$ cat src/rtl/mem_bus_arbiter_if.sv
// Native valid/ready memory bus (picorv32 style) bundled as an interface.
// A master drives the request fields and receives rdata/ready; a slave does the reverse.
interface mem_bus_arbiter_if #(
  parameter int ADDR_W = 32,
  parameter int DATA_W = 32
);
  logic                  valid;
  logic                  instr;
  logic [ADDR_W-1:0]     addr;
  logic [DATA_W-1:0]     wdata;
  logic [DATA_W/8-1:0]   wstrb;
  logic [DATA_W-1:0]     rdata;
  logic                  ready;

  modport master (output valid, instr, addr, wdata, wstrb, input rdata, ready);
  modport slave  (input valid, instr, addr, wdata, wstrb, output rdata, ready);
endinterface

$ cat src/rtl/mem_bus_arbiter.sv
// Two-master arbiter for the native valid/ready memory bus.
// M0 is the CPU core, M1 a secondary master (DMA / debug loader); the single
// slave port feeds the system address decoder. One whole transaction is owned
// by one master from valid to ready, followed by a one-cycle DONE gap so a
// master's stale valid is never granted a second time.
// Optional feature: define BUS_TIMEOUT_EN to abort transactions the slave never
// completes (adds the TIMEOUT_CYCLES parameter and the timeout_err port).
module mem_bus_arbiter #(
  parameter int ADDR_W         = 32,
  parameter int DATA_W         = 32,
  parameter int ROUND_ROBIN    = 1
`ifdef BUS_TIMEOUT_EN
  , parameter int TIMEOUT_CYCLES = 255
`endif
) (
  input  logic              clk,
  input  logic              reset,
  mem_bus_arbiter_if.slave  m0,
  mem_bus_arbiter_if.slave  m1,
  mem_bus_arbiter_if.master s,
  output logic [1:0]        grant
`ifdef BUS_TIMEOUT_EN
  , output logic            timeout_err
`endif
);

  typedef enum logic [1:0] {IDLE, GNT0, GNT1, DONE} state_t;

  state_t state_q, state_d;
  // last_q = 1 means M1 was served most recently, so M0 wins the next tie
  logic   last_q, last_d;

  logic                gnt1;
  logic                own_valid;
  logic                own_instr;
  logic [ADDR_W-1:0]   own_addr;
  logic [DATA_W-1:0]   own_wdata;
  logic [DATA_W/8-1:0] own_wstrb;
  logic                ready_w;
  logic [DATA_W-1:0]   rdata_w;

`ifdef BUS_TIMEOUT_EN
  localparam int CNT_W = ($clog2(TIMEOUT_CYCLES + 1) > 8) ? $clog2(TIMEOUT_CYCLES + 1) : 8;
  logic [CNT_W-1:0] cnt_q, cnt_d;
`endif

  // State and last-served registers; reset abandons any transaction in flight
  always_ff @(posedge clk or posedge reset) begin
    if (reset) begin
      state_q <= IDLE;
      last_q  <= 1'b1;
    end else begin
      state_q <= state_d;
      last_q  <= last_d;
    end
  end

`ifdef BUS_TIMEOUT_EN
  // Stall counter: zero outside a grant, counts granted cycles lacking s_ready
  always_ff @(posedge clk or posedge reset) begin
    if (reset) cnt_q <= '0;
    else       cnt_q <= cnt_d;
  end
`endif

  // Arbitration, owner muxing and transaction completion
  always_comb begin
    state_d   = state_q;
    last_d    = last_q;
    grant     = 2'b00;
    gnt1      = (state_q == GNT1);
    own_valid = 1'b0;
    own_instr = 1'b0;
    own_addr  = '0;
    own_wdata = '0;
    own_wstrb = '0;
    ready_w   = 1'b0;
    rdata_w   = '0;
    s.valid   = 1'b0;
    s.instr   = 1'b0;
    s.addr    = '0;
    s.wdata   = '0;
    s.wstrb   = '0;
    m0.ready  = 1'b0;
    m0.rdata  = '0;
    m1.ready  = 1'b0;
    m1.rdata  = '0;
`ifdef BUS_TIMEOUT_EN
    timeout_err = 1'b0;
    cnt_d       = '0;
`endif
    case (state_q)
      IDLE: begin
        if (m0.valid && m1.valid)
          state_d = ((ROUND_ROBIN != 0) && !last_q) ? GNT1 : GNT0;
        else if (m0.valid)
          state_d = GNT0;
        else if (m1.valid)
          state_d = GNT1;
      end
      GNT0, GNT1: begin
        grant     = gnt1 ? 2'b10 : 2'b01;
        own_valid = gnt1 ? m1.valid : m0.valid;
        own_instr = gnt1 ? m1.instr : m0.instr;
        own_addr  = gnt1 ? m1.addr  : m0.addr;
        own_wdata = gnt1 ? m1.wdata : m0.wdata;
        own_wstrb = gnt1 ? m1.wstrb : m0.wstrb;
        s.valid   = own_valid;
        s.instr   = own_instr;
        s.addr    = own_addr;
        s.wdata   = own_wdata;
        s.wstrb   = own_wstrb;
        rdata_w   = s.rdata;
        ready_w   = own_valid && s.ready;
        if (!own_valid) begin
          state_d = IDLE;
        end else if (s.ready) begin
          state_d = DONE;
          last_d  = gnt1;
`ifdef BUS_TIMEOUT_EN
        end else if (cnt_q == CNT_W'(TIMEOUT_CYCLES - 1)) begin
          s.valid     = 1'b0;
          ready_w     = 1'b1;
          rdata_w     = '1;
          timeout_err = 1'b1;
          state_d     = DONE;
          last_d      = gnt1;
        end else begin
          cnt_d = cnt_q + CNT_W'(1);
`endif
        end
        if (gnt1) begin
          m1.ready = ready_w;
          m1.rdata = rdata_w;
        end else begin
          m0.ready = ready_w;
          m0.rdata = rdata_w;
        end
      end
      DONE: state_d = IDLE;
      default: state_d = IDLE;
    endcase
  end

endmodule
$ cat src/flat_wrapper.sv
// flat-port wrapper written by rule: the top's interface ports become plain ports
module mem_bus_arbiter_flat 
#(
  parameter int ADDR_W         = 32,
  parameter int DATA_W         = 32,
  parameter int ROUND_ROBIN    = 1

)
  (clk, reset, grant, m0_valid, m0_instr, m0_addr, m0_wdata, m0_wstrb, m0_rdata, m0_ready, m1_valid, m1_instr, m1_addr, m1_wdata, m1_wstrb, m1_rdata, m1_ready, s_valid, s_instr, s_addr, s_wdata, s_wstrb, s_rdata, s_ready);
  mem_bus_arbiter_if #(.ADDR_W(ADDR_W), .DATA_W(DATA_W)) m0_i ();
  mem_bus_arbiter_if #(.ADDR_W(ADDR_W), .DATA_W(DATA_W)) m1_i ();
  mem_bus_arbiter_if #(.ADDR_W(ADDR_W), .DATA_W(DATA_W)) s_i ();
  input  logic clk;
  input  logic reset;
  output logic [1:0] grant;
  input wire logic [$bits(m0_i.valid)-1:0] m0_valid;
  input wire logic [$bits(m0_i.instr)-1:0] m0_instr;
  input wire logic [$bits(m0_i.addr)-1:0] m0_addr;
  input wire logic [$bits(m0_i.wdata)-1:0] m0_wdata;
  input wire logic [$bits(m0_i.wstrb)-1:0] m0_wstrb;
  output wire logic [$bits(m0_i.rdata)-1:0] m0_rdata;
  output wire logic [$bits(m0_i.ready)-1:0] m0_ready;
  input wire logic [$bits(m1_i.valid)-1:0] m1_valid;
  input wire logic [$bits(m1_i.instr)-1:0] m1_instr;
  input wire logic [$bits(m1_i.addr)-1:0] m1_addr;
  input wire logic [$bits(m1_i.wdata)-1:0] m1_wdata;
  input wire logic [$bits(m1_i.wstrb)-1:0] m1_wstrb;
  output wire logic [$bits(m1_i.rdata)-1:0] m1_rdata;
  output wire logic [$bits(m1_i.ready)-1:0] m1_ready;
  output wire logic [$bits(s_i.valid)-1:0] s_valid;
  output wire logic [$bits(s_i.instr)-1:0] s_instr;
  output wire logic [$bits(s_i.addr)-1:0] s_addr;
  output wire logic [$bits(s_i.wdata)-1:0] s_wdata;
  output wire logic [$bits(s_i.wstrb)-1:0] s_wstrb;
  input wire logic [$bits(s_i.rdata)-1:0] s_rdata;
  input wire logic [$bits(s_i.ready)-1:0] s_ready;
  assign m0_i.valid = m0_valid;
  assign m0_i.instr = m0_instr;
  assign m0_i.addr = m0_addr;
  assign m0_i.wdata = m0_wdata;
  assign m0_i.wstrb = m0_wstrb;
  assign m0_rdata = m0_i.rdata;
  assign m0_ready = m0_i.ready;
  assign m1_i.valid = m1_valid;
  assign m1_i.instr = m1_instr;
  assign m1_i.addr = m1_addr;
  assign m1_i.wdata = m1_wdata;
  assign m1_i.wstrb = m1_wstrb;
  assign m1_rdata = m1_i.rdata;
  assign m1_ready = m1_i.ready;
  assign s_valid = s_i.valid;
  assign s_instr = s_i.instr;
  assign s_addr = s_i.addr;
  assign s_wdata = s_i.wdata;
  assign s_wstrb = s_i.wstrb;
  assign s_i.rdata = s_rdata;
  assign s_i.ready = s_ready;
  mem_bus_arbiter #(.ADDR_W(ADDR_W), .DATA_W(DATA_W), .ROUND_ROBIN(ROUND_ROBIN)) u_core (.clk(clk), .reset(reset), .m0(m0_i), .m1(m1_i), .s(s_i), .grant(grant));
endmodule
$ cat config.mk
export PLATFORM = sky130hd
export DESIGN_NAME = mem_bus_arbiter_flat
export DESIGN_NICKNAME = d
export VERILOG_FILES = /design/src/rtl/mem_bus_arbiter_if.sv /design/src/rtl/mem_bus_arbiter.sv /design/src/flat_wrapper.sv
export SDC_FILE = /design/constraint.sdc
export NUM_CORES = 1
export LEC_CHECK = 0
export ABC_AREA = 1
export BUFFER_PORTS_ARGS = -buffer_cell sky130_fd_sc_hd__buf_2
export CAP_MARGIN = 15
export CORE_AREA = 2 2 122 124
export CTS_CLUSTER_SIZE = 40
export DETAILED_ROUTE_END_ITERATION = 6
export DIE_AREA = 0 0 124 126
export SYNTH_ARGS = -nofsm -noshare
export SYNTH_HDL_FRONTEND = slang
export SYNTH_SLANG_ARGS = --single-unit
$ cat constraint.sdc
create_clock -name clk -period 1.7 [get_ports clk]
set_input_delay 0.085 -clock clk [delete_from_list [all_inputs] [get_ports clk]]
set_output_delay 0.085 -clock clk [all_outputs]
set_load 0.02 [all_outputs]
Yosys cells after proc, flatten, opt, wreduce, memory -nomap -nowiden --
Cells that the tools add are included. W data, S select, Z words.
Operators by class: multiplexer cells 27, reduce and logical (&&, ||, !) cells 6, equal/unequal tests 5
Operators with widths (count):
- $mux W32 | 8
- $mux W2 | 8
- $mux W1 | 8
- $mux W4 | 2
- $pmux W2 S3 | 1
- $eq A2 B2 Y1 const B | 2
- $ne A4 B3 Y1 const B | 1
- $ne A3 B3 Y1 const B | 1
- $reduce_and A3 Y1 | 1
- $eq A2 B1 Y1 const B | 1
- $logic_and A1 B1 Y1 | 2
- $logic_not A2 Y1 | 1
- $reduce_and A2 Y1 | 1
- $reduce_or A2 Y1 | 1
Storage, ports and cells: register bits after elaboration 3

Logic depth before layout (Yosys ltp) --
Gate-level depths: netlist of the first run.
depth after elaboration 5, gate-level depth with buffers 9

Worst setup path before layout of the first run --
OpenSTA, ideal clock, no wires.
path type register -> output, start point reg u_core.state_q[1], end point out m0_ready, required time 1.615 ns, arrival time 1.765 ns, setup slack -0.150 ns, cell stages (with the launch flop) 8, cell sequence dfrtp_1 inv_1 ha_1 buf_4 inv_1 a21oi_1 nand2_1 nor2_1
On the way: cells in the longest elaborated chain, start to end 5
Ends and longest elaborated chain:
- from (decl) | RTL line mem_bus_arbiter.sv:29 | state_t state_q, state_d;
- from (signal assigned) | RTL line mem_bus_arbiter.sv:53 | state_q <= state_d;
- $eq A2 B2 Y1 | RTL line mem_bus_arbiter.sv:71, mem_bus_arbiter.sv:92
- $mux W1 | RTL line mem_bus_arbiter.sv:103 | own_valid = gnt1 ? m1.valid : m0.valid;
- $logic_and A1 B1 Y1 | RTL line mem_bus_arbiter.sv:114 | ready_w = own_valid && s.ready;
- $mux W1 | RTL line mem_bus_arbiter.sv:132 | if (gnt1) begin
- $mux W1 (*) | RTL line mem_bus_arbiter.sv:92 | case (state_q)
- to (decl) | RTL line flat_wrapper.sv:22 | output wire logic [$bits(m0_i.ready)-1:0] m0_ready;
Mark *: on every way between the ends. The rest lies on a longest branch, timed or not.

Worst setup path in the final report of the first run --
start point reg u_core.state_q[0], end point out m0_rdata[17]
On the way: cells in the longest elaborated chain, start to end 3
Ends and longest elaborated chain:
- $eq A2 B2 Y1 or $eq A2 B1 Y1 (tied branches) | RTL line mem_bus_arbiter.sv:71, mem_bus_arbiter.sv:92
- $mux W32 or $reduce_or A2 Y1 (tied branches) | RTL line mem_bus_arbiter.sv:132, mem_bus_arbiter.sv:92
- $mux W32 (*) | RTL line mem_bus_arbiter.sv:92
- to (decl) | RTL line flat_wrapper.sv:21 | output wire logic [$bits(m0_i.rdata)-1:0] m0_rdata;
Marks and branches as above.

==> metrics.md, run 1 <==
| Metric | Value |
|---|---|
| Outcome | finished, violations left |
| Violated checks | negative setup slack |
| Yosys warnings | 0 |
| Synth Cell Area | 0.00181 mm^2 |
| Post-route cell area | 0.00492 mm^2 |
| Multi-input logic area | 0.00154 mm^2 |
| Clock Skew | between 0.0004 and 0.0005 ns |
| Reg2reg start | u_core.state_q[0]$_DFFE_PP0P_ |
| Largest area contributor in the netlist | nor2_1 |
| TritonCTS clock tree | yes |
| Worst hold path cell count | 3 |
| Rel. slew slack | 88.2% |
| Seq cells post-synth | 3 |
| Most frequent cell after synthesis | nor2_1 |
| Global-route wire length before repair | 15,100 um |
| Worst setup SP type | register |
| Post-DRT Antenna Nets | 0 |
| Reg2reg end | u_core.state_q[0]$_DFFE_PP0P_ |
| Final setup vio count | 57 |
| Max-cap violations | 0 |
| Async S/R FF share, synth | 100% |
| Tightest Pin Transition | 0.175 ns |
| Largest cells by area after synthesis | nor2_1 36%, o21ai_0 19%, inv_1 15%, nand2_1 11%, ha_1 3.5% |
| Initial antenna violation count | 2 |
| Pleak | 3.04 nW |
| R2r setup slk | 0.11 ns |
| Vias/cell | slightly above 4 |
| Avg Cell Area, Syn | 4.38 um^2 |
| Final Total Pwr | between 10 and 15 mW |
| Die Footprint | 0.0156 mm^2 |
| Top cells by count, synth | 174 x nor2_1, 73 x inv_1, 69 x o21ai_0 |
| Worst hold path type | input port to register |
| Synth cell types | 15 |
| Sequential Power Share | 1.2% |
| Worst Setup EP | m0_rdata[17] |
| Clock Power Share | 3.0% |
| Starting density of the core | 12.6% |
| Syn Nets | 593 |
| Clock Tree Root | clkbuf_16 |
| # IOs | 313 |
| Post-synth EDFFs | 0 |
| Detailed-route via count | between 3,000 and 4,000 |
| Switching power | 6.49 mW |
| Setup Crit Path Kind | register to primary output |
| Post-synthesis sequential area ratio | 4.22% |
| PwrDens | between 2000 and 2500 mW/mm^2 |
| Share of the synthesized area in the top cell type | about 36% |
| Reg2reg path depth | 9 |
| CORE AREA | approximately 0.014 mm^2 |
| Gpl congestion | between 0.8 and 0.9 |
| Layout cells sized above 1 | 57.3% |
| CTS Buffer Depth | 2 |
| Max VDD drop | 0.000773 V |
| Crit path from | u_core.state_q[0]$_DFFE_PP0P_ |
| PnR worst setup slack | -0.0809 ns |
| Pint | 5.73 mW |
| Num CTS Buffers | 3 |
| Combinational share of power | 95.8% |
| Die Width | about 120 um |
| Final Util | ~34% |
| Die Ht | 126 um |
| Hpwl dp | 8400 um |
| Pins Over Slew Limit | 0 |
| Total track usage | 11.9% |
| Overflow after GRT | 0 |
| Largest net degree at the start of global routing | 47 |
| Fill cells | approximately 1,600 |
| Reg clk slew, reported paths | 0.03 ns |
| Layout area overhead | 172% |
| FMAX | approximately 560 MHz |
| Final critical-path share of the clock period | 105% |
| Required @ worst endpoint | ~1.6 ns |
| Most frequently used flop master after synthesis | dfrtp_1 |
| Clk_lat worst skew | around 0.22 ns |
| Number of clock sinks | 3 |
| Crit path DAT | 1.70 ns |
| Residual DRC count | 0 |
| RSZ-0062 raised after global routing | true |
| Worst hold slack | between 0.1 and 0.15 ns |
| Antenna fix cells | 0 |
| Routed WL | 13,500 um |
| Sw Share | 53.1% |
| Drt wl/cell | 14.5 um |
| Fin. Hold Viols | 0 |
| Setup WS pre-CTS | ~0.13 ns |
| Number of I/O port buffers | 312 |
| TritonRoute pass-1 iters | 4 |
| Post-DP Area | 0.00362 mm^2 |
| Nets | between 900 and 1,000 |
| DRT iter0 DRCs | 158 |
| Cell count after synthesis | 413 |
| Fin crit period | 1.78 ns |
| Number of global-route vias before repair | 3,087 |
| Crit-path max FO | 8 |
| Worst setup EP type | primary output |
| Sequential cell area | approximately 76 um^2 |
| Htree depth | 1 |
| Core Rows | 44 |
worst min-delay path by stage:
stage / start / end / slack (ns)
2_1_floorplan: reset / u_core.state_q[0]$_DFFE_PP0P_ / -0.16
3_3_place_gp: reset / u_core.state_q[1]$_DFFE_PP0P_ / -0.03
3_5_place_dp: reset / u_core.state_q[0]$_DFFE_PP0P_ / -0.03
4_1_cts: s_ready / u_core.last_q$_DFFE_PP1P_ / 0.12
5_1_grt: s_ready / u_core.last_q$_DFFE_PP1P_ / 0.14
6_report: s_ready / u_core.last_q$_DFFE_PP1P_ / 0.12
timing repair:
action                                  4_1_cts  5_1_grt
gates resized for setup                      13      254
hold buffers                                  1        0
pin swaps                                     3       27
gates cloned                                  1       18
endpoints found under the hold margin         3        0
endpoints found under the setup margin      116      119
buffers inserted                              4       11
flip-flops by register name (all words and copies together) (netlist names):
register and cells:
u_core.last_q 1, u_core.state_q 2
cells by family after synthesis:
kind of cell | share of synthesized area [%]
buffers and inverters | 24.7
DFF | 4.22
and+or+nand+nor | 48.0
adders and majority gates | 3.46
AOI/OAI and AO/OA | 19.7
per-layer routing:
| layer | part of all wire, % | vias up | track usage (%) |
|---|---|---|---|
| met4 | 0.73 | 4 | 1.72 |
| met3 | 8.3 | 16 | 2.49 |
| met1 | 39 | 1656 | 14.4 |
| met2 | 52 | 182 | 22.0 |
| met5 | 0.16 | - | 0 |
| li1 | - | 1900 | - |
through the flow:
stage | cells | setup TNS, ns
2_1_floorplan | 413 | 0
3_3_place_gp | 894 | 0
3_5_place_dp | 894 | 0
4_1_cts | 904 | 0
5_1_grt | 933 | -6.73
6_report | 933 | -1.21
layout by cell type (no fill, tap or decap):
cell,n
o21ai_4,1
a21oi_1,1
nand2_2,1
o21ai_2,29
nand2_1,51
nand2_4,1
clkinv_8,2
o21ai_0,19
nor2_1,150
inv_4,1
buf_6,17
clkbuf_1,1
dlygate4sd3_1,1
buf_2,202
buf_8,4
inv_1,70
buf_4,112
inv_2,2
ha_1,2
a21oi_2,1
nor2_2,17
dfrtp_1,2
dfstp_2,1
buf_12,12
ha_4,2
clkbuf_16,15
ha_2,1
buf_16,1
nand3_1,3
nor2_4,7
o21ai_1,20
power by group through the flow:
| stage | registers, mW | logic, mW | clock network, mW |
|---|---|---|---|
| 2_1_floorplan | 0.134 | 4.86 | 0 |
| 3_3_place_gp | 0.138 | 7.49 | 0 |
| 3_5_place_dp | 0.138 | 7.45 | 0 |
| 4_1_cts | 0.132 | 7.87 | 0.376 |
| 5_1_grt | 0.144 | 12.5 | 0.383 |
| 6_report | 0.141 | 11.7 | 0.370 |
cell type report:
cell class / instances / share of cell area (%)
Clock buffer: 4 / 1.60
Tap cell: 184 / 4.68
Multi-Input combinational cell: 306 / 31.3
Timing Repair inverter: 1 / 0.331
Timing Repair Buffer: 361 / 54.5
Sequential cell: 3 / 1.55
Inverter: 74 / 5.95
worst max-delay path: stages, from the launching register on:
cell     delay [ns]
dfrtp_1        0.39
inv_4          0.08
ha_4           0.32
buf_12         0.13
nand2_4        0.09
buf_12         0.15
nor2_1         0.14
buf_4          0.17
(Power assumes the default switching activity.)
==> run 2, diff against run 1 <==
--- a/config.mk
+++ b/config.mk
@@ -5,7 +5,7 @@
 export SDC_FILE = /design/constraint.sdc
 export NUM_CORES = 1
 export LEC_CHECK = 0
-export ABC_AREA = 1
+export ABC_AREA = 0
 export BUFFER_PORTS_ARGS = -buffer_cell sky130_fd_sc_hd__buf_2
 export CAP_MARGIN = 15
 export CORE_AREA = 2 2 122 124
==> constraint.sdc (replaced) <==
create_clock -name clk -period 2.08 [get_ports clk]
set_input_delay 0.104 -clock clk [delete_from_list [all_inputs] [get_ports clk]]
set_output_delay 0.104 -clock clk [all_outputs]
set_load 0.02 [all_outputs]
==> run 2 against run 1 <==
  * Clock skew grew 0.0021 ns
  * Setup slack gained 0.21 ns
  * Synthesized cell count shrank 38%
  * Largest power group unchanged
  * First-iteration DRC count shrank 74%
  * The run now ends clean
  * Combinational power shrank 46%
==> metrics.md, run 2 <==
| Metric | Value |
|---|---|
| Rel. slew slack | 84.2% (-4.1 points) |
| Die Footprint | 0.0156 mm^2 (unchanged) |
| Worst hold slack | 0.285 ns (+0.168 ns) |
| Drt wl/cell | 11.0 um (-24%) |
| Overflow after GRT | 0 (unchanged) |
| Synth cell types | 23 (+8) |
| Share of the synthesized area in the top cell type | 35.0% (-1.1 points) |
| Final TNS setup | 0 ns (+1.21 ns) |
| Max FFs per register | 2 (unchanged) |
| Die Width | 124 um (unchanged) |
| R2r setup slk | 0.28 ns (+0.17 ns) |
| Most frequent cell after synthesis | nor2b_1 |
| Crit-path max FO | 32 (+24) |
| CTS Buffer Depth | 2 (unchanged) |
| Clock Skew | 0.00264 ns (+0.00214 ns) |
| Pleak | 2.31 nW (-24%) |
| Fin. Hold Viols | 0 (unchanged) |
| Register name with the most flops | u_core.state_q |
| Max VDD drop | 0.000598 V (-23%) |
| Layout area overhead | 98.2% |
| Number of global-route vias before repair | 2,350 (-24%) |
| Synth Cell Area | 0.00197 mm^2 (+9.0%) |
| Residual DRC count | 0 (unchanged) |
| Fill cells | 1,577 (+1.5%) |
| Worst hold path type | input port to asynchronous set/reset pin |
| Worst setup EP type | primary output |
| PnR worst setup slack | 0.125 ns (+0.206 ns) |
| Die Ht | 126 um (unchanged) |
| Largest area contributor in the netlist | mux2i_1 |
| Crit path DAT | 1.85 ns (+0.15 ns) |
| Pins Over Slew Limit | 0 (unchanged) |
| Starting density of the core | 13.8% (+1.1 points) |
| Top cells by count, synth | 70 x nor2b_1, 69 x mux2i_1, 64 x and2_1 |
| PwrDens | 1730 mW/mm^2 (-30%) |
| Worst setup SP type | register |
| Most frequent cells in the layout | 312 x buf_2, 69 x mux2i_1, 69 x nor2b_1 |
| Multi-input logic area | 0.00177 mm^2 (+15%) |
| Seq cells post-synth | 3 (unchanged) |
| Final critical-path share of the clock period | 94.0% |
| Num CTS Buffers | 3 (unchanged) |
| Yosys warnings | 0 (unchanged) |
| Reg clk slew, reported paths | 0.03 ns (about the same) |
| Clock Tree Root | clkbuf_16 |
| Most common cell after layout, fill and taps aside | buf_2 |
| Most frequently used flop master after synthesis | dfrtp_1 |
| Detailed-route via count | 2,803 (-25%) |
| CORE AREA | 0.0143 mm^2 (unchanged) |
| Avg Cell Area, Syn | 7.67 um^2 (+75%) |
| TritonRoute pass-1 iters | 4 (unchanged) |
| Largest net degree at the start of global routing | 70 (+49%) |
| Required @ worst endpoint | 1.98 ns (+0.36 ns) |
| Gpl congestion | 0.752 (-13%) |
| Number of clock sinks | 3 (unchanged) |
| Initial antenna violation count | 0 (-2) |
| Vias/cell | 3.74 (-7.1%) |
| Cell count after synthesis | 257 (-38%) |
| Fin crit period | 1.95 ns |
| Setup Crit Path Kind | register to primary output |
| Global-route wire length before repair | 11,200 um (-26%) |
| Number of I/O port buffers | 312 (unchanged) |
| Post-DRT Antenna Nets | 0 (unchanged) |
| DRT iter0 DRCs | 41 (-74%) |
| Largest cells by area after synthesis | mux2i_1 35%, nor2b_1 22%, and2_1 20%, ha_1 3.2%, mux2_4 3.0% |
| Total track usage | 8.72% (-3.2 points) |
| Post-synthesis sequential area ratio | 3.87% (-0.35 points) |
| Htree depth | 1 (unchanged) |
| Max-cap violations | 0 (unchanged) |
| Layout cells sized above 1 | 60.7% (+3.4 points) |
| Post-synth EDFFs | 0 (unchanged) |
| TritonCTS clock tree | yes |
| Antenna fix cells | 0 (unchanged) |
| Tightest Pin Transition | 0.238 ns (+0.0626 ns) |
| Core Rows | 44 (unchanged) |
| FMAX | 512 MHz |
| Final Total Pwr | 6.75 mW (-45%) |
| Nets | 746 (-20%) |
| Biggest regs | u_core.state_q x2, u_core.last_q x1 |
| Async S/R FF share, synth | 100% (unchanged) |
| Setup WS pre-CTS | 0.283 ns (+0.157 ns) |
| Final setup vio count | 0 (-100%) |
| Sequential cell area | 77.6 um^2 (+1.6%) |
| Routed WL | 8270 um (-39%) |
| Outcome | complete, no violations |
| RSZ-0062 raised after global routing | false |
| Syn Nets | 437 (-26%) |
| # IOs | 313 (unchanged) |
| Clk_lat worst skew | 0.23 ns (about the same) |
| Hpwl dp | 7040 um (-16%) |
[run 2: cell count changes in the layout (fill, tap and decap cells not counted), sizes merged, moves of 21 or more]
cell   change
o21ai     -68
inv       -68
mux2i     +69
nor2     -170
buf       -21
and2      +64
nor2b     +70
nand2     -51
[run 2: worst paths after layout]
check,start,endpoint,depth (start not counted)
setup / recovery,u_core.state_q[0]$_DFFE_PP0P_,m0_rdata[1],6
hold / removal,reset,u_core.state_q[0]$_DFFE_PP0P_,3
setup reg to reg,u_core.state_q[0]$_DFFE_PP0P_,u_core.state_q[0]$_DFFE_PP0P_,6
hold reg to reg,u_core.state_q[0]$_DFFE_PP0P_,u_core.state_q[0]$_DFFE_PP0P_,1
max in group asynchronous,reset,u_core.last_q$_DFFE_PP1P_,3
min in group clk,s_ready,u_core.last_q$_DFFE_PP1P_,3
[run 2: cell type report]
class | instances | share of cell area (%)
Multi-Input combinational cell | 225 | 45.2
Timing Repair Buffer | 328 | 44.4
Tap cell | 184 | 5.90
Clock buffer | 4 | 2.02
Sequential cell | 3 | 1.99
Inverter | 5 | 0.481
[run 2: kinds of logic after synthesis]
family	count (synthesis)	synth area share [%]
compound gates	3	2.10
fa+ha+maj	5	3.17
buf+inv	29	7.43
flops	3	3.87
mux	73	38.1
simple gates	144	45.3
[run 2: power by group]
part	switching [mW]	total [mW]	internal [mW]	leakage (nW)
combinational	3.65	6.31	2.66	2.24
sequential	0.0272	0.123	0.0954	0.0342
clock	0.0610	0.315	0.254	0.0382
[run 2: per-stage QoR]
step / std cells / area (um^2) / util, %
floorplan: 257 / 1970 / -
global placement: 738 / 3770 / 26.3
detailed placement: 738 / 3770 / 26.3
CTS: 743 / 3860 / 26.9
global route: 749 / 3910 / 27.3
finish: 749 / 3910 / 27.3
[run 2: critical path, stage by stage, from the launching register on]
cell and delay [ns]:
dfrtp_1 0.38, inv_1 0.13, ha_2 0.42, nor2b_2 0.22
buf_12 0.18, and2_1 0.14, buf_2 0.16
[run 2: metal layers]
layer / vias to the layer above / GRT usage [%] / share of wire [%]
met5: - / 0 / 0
met4: 0 / 0.991 / 0.45
met3: 4 / 0.996 / 11
met2: 170 / 17.7 / 52
met1: 1182 / 9.68 / 37
li1: 1447 / - / -
[run 2: what timing repair did]
action                     4_1_cts  5_1_grt
buffers inserted                 0        6
resized for setup                0        2
hold buffers                     1        0
hold endpoints to repair         3        0
setup endpoints to repair        0       41
